<file path="config.mk">
export PLATFORM = sky130hd
export DESIGN_NAME = sbox_share_scheduler
export DESIGN_NICKNAME = d
export VERILOG_FILES = /design/src/rtl/sbox_share_scheduler.sv
export SDC_FILE = /design/constraint.sdc
export NUM_CORES = 1
export LEC_CHECK = 0
export CORE_MARGIN = 2
export CORE_UTILIZATION = 55
export CTS_BUF_LIST = sky130_fd_sc_hd__clkbuf_4
export CTS_CLUSTER_DIAMETER = 30
export CTS_CLUSTER_SIZE = 24
export DETAILED_ROUTE_END_ITERATION = 10
export PLACE_DENSITY = 0.84
export SLEW_MARGIN = 20
export SYNTH_ARGS = -nofsm -noshare
export SYNTH_HDL_FRONTEND = slang
export SYNTH_SLANG_ARGS = --single-unit
</file>
<file path="constraint.sdc">
create_clock -name clk -period 4.6 [get_ports clk]
set_clock_uncertainty 0.1 [all_clocks]
set_input_delay 0.46 -clock clk [delete_from_list [all_inputs] [get_ports clk]]
set_output_delay 0.46 -clock clk [all_outputs]
set_load 0.005 [all_outputs]
</file>
<file path="src/rtl/sbox_share_scheduler.sv">
// Time-shares one pipelined AES S-box between the key schedule (4-byte SubWord)
// and the round datapath (16-byte SubBytes), one byte per cycle, one burst at a time.
module sbox_share_scheduler #(
  parameter int SBOX_LAT = 2
) (
  input  logic         clk,
  input  logic         rst_n,
  input  logic         ks_req,
  input  logic [31:0]  ks_word_in,
  output logic         ks_gnt,
  output logic         ks_done,
  output logic [31:0]  ks_word_out,
  input  logic         ds_req,
  input  logic [127:0] ds_state_in,
  output logic         ds_gnt,
  output logic         ds_done,
  output logic [127:0] ds_state_out,
  output logic [7:0]   sb_in,
  output logic         sb_valid,
  input  logic [7:0]   sb_out,
  output logic         busy
);

  typedef enum logic [1:0] {
    IDLE  = 2'd0,
    ISSUE = 2'd1,
    DRAIN = 2'd2,
    DONE  = 2'd3
  } state_t;

  state_t         state_r;
  logic           last_ks_r;
  logic           cur_ks_r;
  logic [127:0]   operand_r;
  logic [127:0]   result_r;
  logic [3:0]     idx_r;
  logic [127:0]   result_next_s;
  logic [3:0]     last_idx_s;
  logic           ks_win_s;
  logic           ds_win_s;
  logic           wr_vld_s;
  logic [3:0]     wr_idx_s;
  logic           wr_last_s;

  // Round-robin arbitration; the grant cycle is the last idle cycle
  always_comb begin
    ks_win_s = 1'b0;
    ds_win_s = 1'b0;
    if (state_r == IDLE) begin
      ks_win_s = ks_req & (~ds_req | ~last_ks_r);
      ds_win_s = ds_req & ~ks_win_s;
    end else begin
      ks_win_s = 1'b0;
      ds_win_s = 1'b0;
    end
  end

  assign ks_gnt     = ks_win_s;
  assign ds_gnt     = ds_win_s;
  assign busy       = (state_r != IDLE) | ks_win_s | ds_win_s;
  assign last_idx_s = cur_ks_r ? 4'd3 : 4'd15;

  // Merge the returning S-box byte into the partial result
  always_comb begin
    result_next_s = result_r;
    wr_last_s     = 1'b0;
    if (wr_vld_s) begin
      result_next_s[{wr_idx_s, 3'b000} +: 8] = sb_out;
      wr_last_s = (wr_idx_s == last_idx_s);
    end else begin
      wr_last_s = 1'b0;
    end
  end

  generate
    if (SBOX_LAT == 0) begin : g_no_pipe
      assign wr_vld_s = sb_valid;
      assign wr_idx_s = idx_r;
    end else begin : g_pipe
      logic [SBOX_LAT-1:0] vld_pipe_r;
      logic [3:0]          idx_pipe_r [SBOX_LAT];

      // Valid/index shadow travelling alongside the external S-box pipeline
      always_ff @(posedge clk or negedge rst_n) begin
        if (!rst_n) begin
          vld_pipe_r <= {SBOX_LAT{1'b0}};
          for (int i = 0; i < SBOX_LAT; i++) idx_pipe_r[i] <= 4'd0;
        end else begin
          vld_pipe_r[0] <= sb_valid;
          idx_pipe_r[0] <= idx_r;
          for (int i = 1; i < SBOX_LAT; i++) begin
            vld_pipe_r[i] <= vld_pipe_r[i-1];
            idx_pipe_r[i] <= idx_pipe_r[i-1];
          end
        end
      end

      assign wr_vld_s = vld_pipe_r[SBOX_LAT-1];
      assign wr_idx_s = idx_pipe_r[SBOX_LAT-1];
    end
  endgenerate

  // Burst FSM: capture, issue bytes, collect results, pulse done
  always_ff @(posedge clk or negedge rst_n) begin
    if (!rst_n) begin
      state_r      <= IDLE;
      last_ks_r    <= 1'b0;
      cur_ks_r     <= 1'b0;
      operand_r    <= 128'd0;
      result_r     <= 128'd0;
      idx_r        <= 4'd0;
      sb_in        <= 8'd0;
      sb_valid     <= 1'b0;
      ks_done      <= 1'b0;
      ds_done      <= 1'b0;
      ks_word_out  <= 32'd0;
      ds_state_out <= 128'd0;
    end else begin
      ks_done  <= 1'b0;
      ds_done  <= 1'b0;
      result_r <= result_next_s;
      case (state_r)
        IDLE: begin
          if (ks_win_s | ds_win_s) begin
            state_r   <= ISSUE;
            last_ks_r <= ks_win_s;
            cur_ks_r  <= ks_win_s;
            operand_r <= ks_win_s ? {96'd0, ks_word_in} : ds_state_in;
            result_r  <= 128'd0;
            idx_r     <= 4'd0;
            sb_in     <= ks_win_s ? ks_word_in[7:0] : ds_state_in[7:0];
            sb_valid  <= 1'b1;
          end
        end
        ISSUE: begin
          if (idx_r == last_idx_s) begin
            state_r  <= DRAIN;
            sb_in    <= 8'd0;
            sb_valid <= 1'b0;
          end else begin
            idx_r <= idx_r + 4'd1;
            sb_in <= operand_r[{idx_r + 4'd1, 3'b000} +: 8];
          end
        end
        DRAIN:   state_r <= DRAIN;
        DONE:    state_r <= IDLE;
        default: state_r <= IDLE;
      endcase
      // Last byte back: overrides ISSUE/DRAIN so a zero-latency S-box skips DRAIN
      if (wr_last_s) begin
        state_r <= DONE;
        if (cur_ks_r) begin
          ks_done     <= 1'b1;
          ks_word_out <= result_next_s[31:0];
        end else begin
          ds_done      <= 1'b1;
          ds_state_out <= result_next_s;
        end
      end
    end
  end

endmodule

</file>
Word level (Yosys, flattened, before mapping)
Index checks and enable logic that the tools add are counted.
- word-level logic and storage cells: 75
- output and inout port bits: 174
- flip-flop bits (word level): 444
- bits of input ports: 172
- equal/unequal tests: 10
- shifts and indexed selects: 3
- bitwise gates (word level): 9
- reduce and logical (&&, ||, !) cells: 10
- add/subtract/negate cells: 2
- mux-type cells: 27
- operators with widths (operator ; number):
    two-way mux 128 bit ; 4
    bitwise mux 128 bit ; 1
    variable shift 8 x 9 -> 128 bit, first input constant ; 1
    indexed part select 128 x 8 -> 8 bit ; 1
    indexed part select 8 x 9 -> 128 bit ; 1
    two-way mux 8 bit ; 3
    one-hot mux 8 bit (2 select lines) ; 1
    two-way mux 4 bit ; 3
    AND reduction 2 bit ; 5
    two-way mux 1 bit ; 9
    negator 7 -> 9 bit ; 1
    equality test 4 bit ; 2
    one-hot mux 2 bit (4 select lines) ; 1
    one-hot mux 4 bit (2 select lines) ; 1
    two-way mux 2 bit ; 3
    AND reduction 3 bit ; 2
    adder 4 x 1 -> 4 bit, second input constant ; 1
    equality test 2 bit, second input constant ; 2
    != test 2 bit, second input constant ; 2
    bitwise OR 1 bit ; 4
    nonzero test 2 bit ; 2
    != test 3 x 2 -> 1 bit, second input constant ; 1
    != test 3 bit, second input constant ; 1
    NOT 1 bit ; 3
    5 further kinds ; 6

Logic depth before layout (Yosys ltp)
- depth in word-level cells: 10
- gate-level depth with buffers: 10
- depth with buffers taken out: 7

Worst setup path before layout
No wires, ideal clock.
- path type: flip-flop to flip-flop
- from: register g_pipe.idx_pipe_r, in the netlist wr_idx_s[0]
- to: register ks_word_out[24]
- library setup time: 0.130 ns
- arrival: 2.265 ns
- required time: 4.370 ns
- period minus slack after synthesis: 2.495 ns
- setup slack: 2.105 ns
- buffers on the path: 3
- stages on the path, launching flop included: 11
- cell sequence: dfrtp_1 buf_6 clkbuf_1 inv_1 ha_1 or2_1 o31ai_4 and2b_1 buf_6 mux2i_1 o21ai_1
- word-level cells in the longest chain between the ends: 4
- elaborated cells between the ends (all ways): 8
- RTL lines (what ; line ; source):
    start: declaration ; 81 ; logic [3:0] idx_pipe_r [SBOX_LAT];
    start signal: indexed assignment ; 93 ; idx_pipe_r[i] <= idx_pipe_r[i-1];
    negator 7 -> 9 bit ; 68 ; result_next_s[{wr_idx_s, 3'b000} +: 8] = sb_out;
    indexed part select 8 x 9 -> 128 bit / variable shift 8 x 9 -> 128 bit (equally long branches) ; 68 ;
    bitwise mux 128 bit ; 68 ;
    two-way mux 128 bit ; 67 ; if (wr_vld_s) begin
    end signal: assignment ; 154 ; ks_word_out <= result_next_s[31:0];
    end: declaration ; 12 ; output logic [31:0] ks_word_out,
Parallel ways exist; a longest one is shown, timed or not.
A chain may end at the register's enable or synchronous reset.

Final worst setup path
- from: register state_r[0]
- to: output port ks_gnt
- word-level cells in the longest chain between the ends: 2
- RTL lines (what ; line ; source):
    start: declaration ; 31 ; state_t state_r;
    start signal: assignment ; 106 ; state_r <= IDLE;
    start signal: assignment ; 125 ; state_r <= ISSUE;
    start signal: assignment ; 137 ; state_r <= DRAIN;
    zero test 2 bit ; 49 ; if (state_r == IDLE) begin
    two-way mux 1 bit ; 49 ;
    end: declaration ; 10 ; output logic ks_gnt,
No other way between the ends.

==> metrics.md <==
| Metric | Value |
|---|---|
| Asr flop ratio synth | `100.0%` |
| Synth Flop Type | `dfrtp_1` |
| Tightest Pin Transition | `about 1.1 ns` |
| Worst-path clk slew | `0.11 ns` |
| FF+latch count, synth | `444` |
| Clk buf depth | `3` |
| Slew HR | `25.12%` |
| Root Buffer | `clkbuf_4` |
| PwrDens | `about 480 nW/um^2` |
| Lkg Pwr | `11.02 nW` |
| Global Route Usage Sum | `about 28%` |
| Largest net degree at the start of global routing | `130` |
| Sequential area share after synthesis | `60.49%` |
| Avg Inst Size Synth | `approximately 11 um^2` |
| Slowest library cell on the worst path | `clkdlybuf4s50_1` |
| Max_cap viols | `0` |
| Xor and xnor area share after synthesis | `less than 1%` |
| RSZ-0062 raised after global routing | `false` |
| Routability cong. | `approximately 0.86` |
| Warning count from the yosys run | `0` |
| Via-to-Cell Ratio | `~5.8` |
| Simple-Gate Fraction of Synth Area | `between 10% and 20%` |
| Min-delay worst type | `reg2reg` |
| Hold WS | `between 0.2 and 0.25 ns` |
| Drt total wl | `48190 um` |
| Starting Density | `around 56%` |
| Global-route wire length before repair | `around 77000 um` |
| Vias in the first global route | `between 10000 and 15000` |
| Top delay family on crit path | `buffers and inverters` |
| H-tree levels | `3` |
| Setup bufs post-CTS | `0` |
| Die width | `186.7 um` |
| Top cell type's share of synthesized area | `around 60%` |
| Setup TNS | `0 ns` |
| Count of endpoints failing setup in the final report | `0` |
| Fin. Hold Viols | `0` |
| CP endpoint kind | `output port` |
| Core region area | `about 33000 um^2` |
| # clock sinks | `between 400 and 500` |
| Hold Buf Count CTS | `1` |
| Port buffer count | `approximately 350` |
| DIE HEIGHT | `approximately 190 um` |
| Outcome | `finished, final reports clean` |
| Cells after synthesis | `approximately 1600` |
| Commonest cells after routing, fill and taps aside | `dfrtp_1, clkdlybuf4s50_1, nand2_1` |
| Max frequency | `roughly 290 MHz` |
| Post-DP Area | `around 22000 um^2` |
| Synth area leader | `dfrtp_1` |
| CP startpoint kind | `flop` |
| Share of layout cells above drive strength 1 | `between 10% and 20%` |
| Post-synthesis mux area share | `between 10% and 20%` |
| CP cell instances | `inv_1, ha_1, nand2_1, a21oi_4, clkdlybuf4s50_1` |
| Synth Area in Adders | `0.4087%` |
| Finished Cell Area | `23320 um^2` |
| Antenna violations before repair | `2` |
| Mapped cell area | `about 18000 um^2` |
| Post-CTS Resized | `0` |
| Largest family of logic cells by synthesized area | `compound AO/OA/AOI/OAI gates` |
| Worst EP arrival | `between 2 and 3 ns` |
| Synth Area in Compound Gates | `between 10% and 20%` |
| Critical path class | `reg2out` |
| Required @ worst endpoint | `4.04 ns` |
| Nets | `between 2000 and 2500` |
| Slowest cell delay on critical path | `0.63 ns` |
| Die Area | `34870 um^2` |
| # rows | `between 60 and 70` |
| Max IR drop VDD | `around 0.00031 V` |
| Area growth syn-to-layout | `26.99%` |
| Residual DRC | `0` |
| CTS tree | `done` |
| Clk_lat worst skew | `0.74 ns` |
| Post-synth EDFFs | `0` |
| Via Count | `around 14000` |
| CP Max Fanout | `18` |
| Post-synth cell types | `around 50` |
| Min cycle time layout | `roughly 3.5 ns` |
| Dpl hpwl | `33100 um` |
| DR pass1 iterations | `5` |
| CTS Buf Count | `75` |
| Grt ovf | `0` |
| Tcrit/Tclk final | `~76%` |
| Top post-synthesis cells by area | `dfrtp_1, mux2i_1, nand2_1` |
| Syn nets | `between 1500 and 2000` |
| Most common cell after layout, fill and taps aside | `dfrtp_1` |
| WL/cell | `~20 um` |
| Initial DRC count | `between 1000 and 1500` |
| Slew Viols, Final | `0` |
| Worst path bufs/invs | `2` |
| Post-route ant nets | `0` |
| Num ports | `346` |
-- worst register-to-register path: cells and delay by family (launching register included) --
kind	cells	cell delay [ns]
AOI/OAI and AO/OA	1	0.12
adders and majority gates	1	0.48
buffers and inverters	1	0.10
DFF	1	0.76
and+or+nand+nor	3	1.66
-- cells in the mapped netlist (all sizes together) (8+ instances only) --
master / count
a22o: 99
and3: 10
mux4: 33
clkbuf: 85
o21ai: 195
nor2b: 9
buf: 45
nand3: 26
mux2i: 112
inv: 8
dfrtp: 444
and2: 14
nand2: 272
nand4: 36
nor2: 121
a21oi: 68
-- final cells by class --
class | count | area [um^2]
clock buffer | 84 | 630.6
clock inverter | 56 | 595.6
fill | 2263 | 9378
timing repair buffer | 366 | 3694
multi-input combinational | 1049 | 6696
antenna | 3 | 7.507
inverter | 9 | 33.78
sequential | 444 | 11110
tap | 442 | 553.0
-- sequential cells by signal, indices dropped and copies added (netlist names), 2 cells and up --
signal / flops
idx_r: 4
g_pipe.vld_pipe_r: 2
ds_state_out: 128
ks_word_out: 32
wr_idx_s: 4
state_r: 2
result_r: 128
g_pipe.idx_pipe_r: 4
sb_in: 8
operand_r: 128
-- stage by stage --
| step | setup slack, ns | total power, W | instances | utilization [%] |
|---|---|---|---|---|
| after floorplan | 2.105 | 0.006840 | 1632 | - |
| after global placement | 1.181 | 0.007930 | 2308 | 67.46 |
| after detailed placement | 1.020 | 0.008073 | 2308 | 67.46 |
| after CTS | 0.9812 | 0.01118 | 2449 | 71.24 |
| after global routing | 0.8949 | 0.01170 | 2451 | 71.31 |
| final | 1.095 | 0.01111 | 2453 | 71.32 |
-- kinds of logic (layout without fill, tap and decap cells) --
| kind of cell | count (synthesis) | after routing |
|---|---|---|
| compound gates | 389 | 389 |
| other cells | 0 | 3 |
| xor+xnor | 4 | 4 |
| fa+ha+maj | 6 | 6 |
| simple gates | 505 | 505 |
| flops | 444 | 444 |
| buf+inv | 139 | 515 |
| mux | 145 | 145 |
-- report_power, final --
group / leakage (nW) / switching, W / internal [W]
Combinational: 4.90 / 0.00164 / 0.00140
Clock: 0.642 / 0.00161 / 0.00149
Sequential: 5.48 / 0.000400 / 0.00457
-- worst paths after layout --
path | startpoint | end | slack, ns | cells after the start
setup / recovery | state_r[0]$_DFFE_PN0P_ | ks_gnt | 1.10 | 5
hold / removal | g_pipe.idx_pipe_r[6]$_DFF_PN0_ | wr_idx_s[2]$_DFF_PN0_ | 0.21 | 0
setup reg to reg | wr_idx_s[0]$_DFF_PN0_ | ds_state_out[36]$_DFFE_PN0P_ | 1.27 | 6
hold reg to reg | g_pipe.idx_pipe_r[6]$_DFF_PN0_ | wr_idx_s[2]$_DFF_PN0_ | 0.21 | 0
max in group asynchronous | rst_n | ds_state_out[94]$_DFFE_PN0P_ | 2.97 | 3
min in group asynchronous | rst_n | result_r[5]$_DFF_PN0_ | 0.33 | 2
-- routing by layer --
metal / global-route usage (%) / routed length [um] / up-vias
li1: - / - / 6381
met3: 6.639 / 3979 / 115
met4: 11.84 / 1832 / 2
met5: 0 / 19 / -
met1: 36.18 / 19110 / 6971
met2: 45.60 / 23250 / 654
No activity file was read; power rests on OpenSTA's default activity.
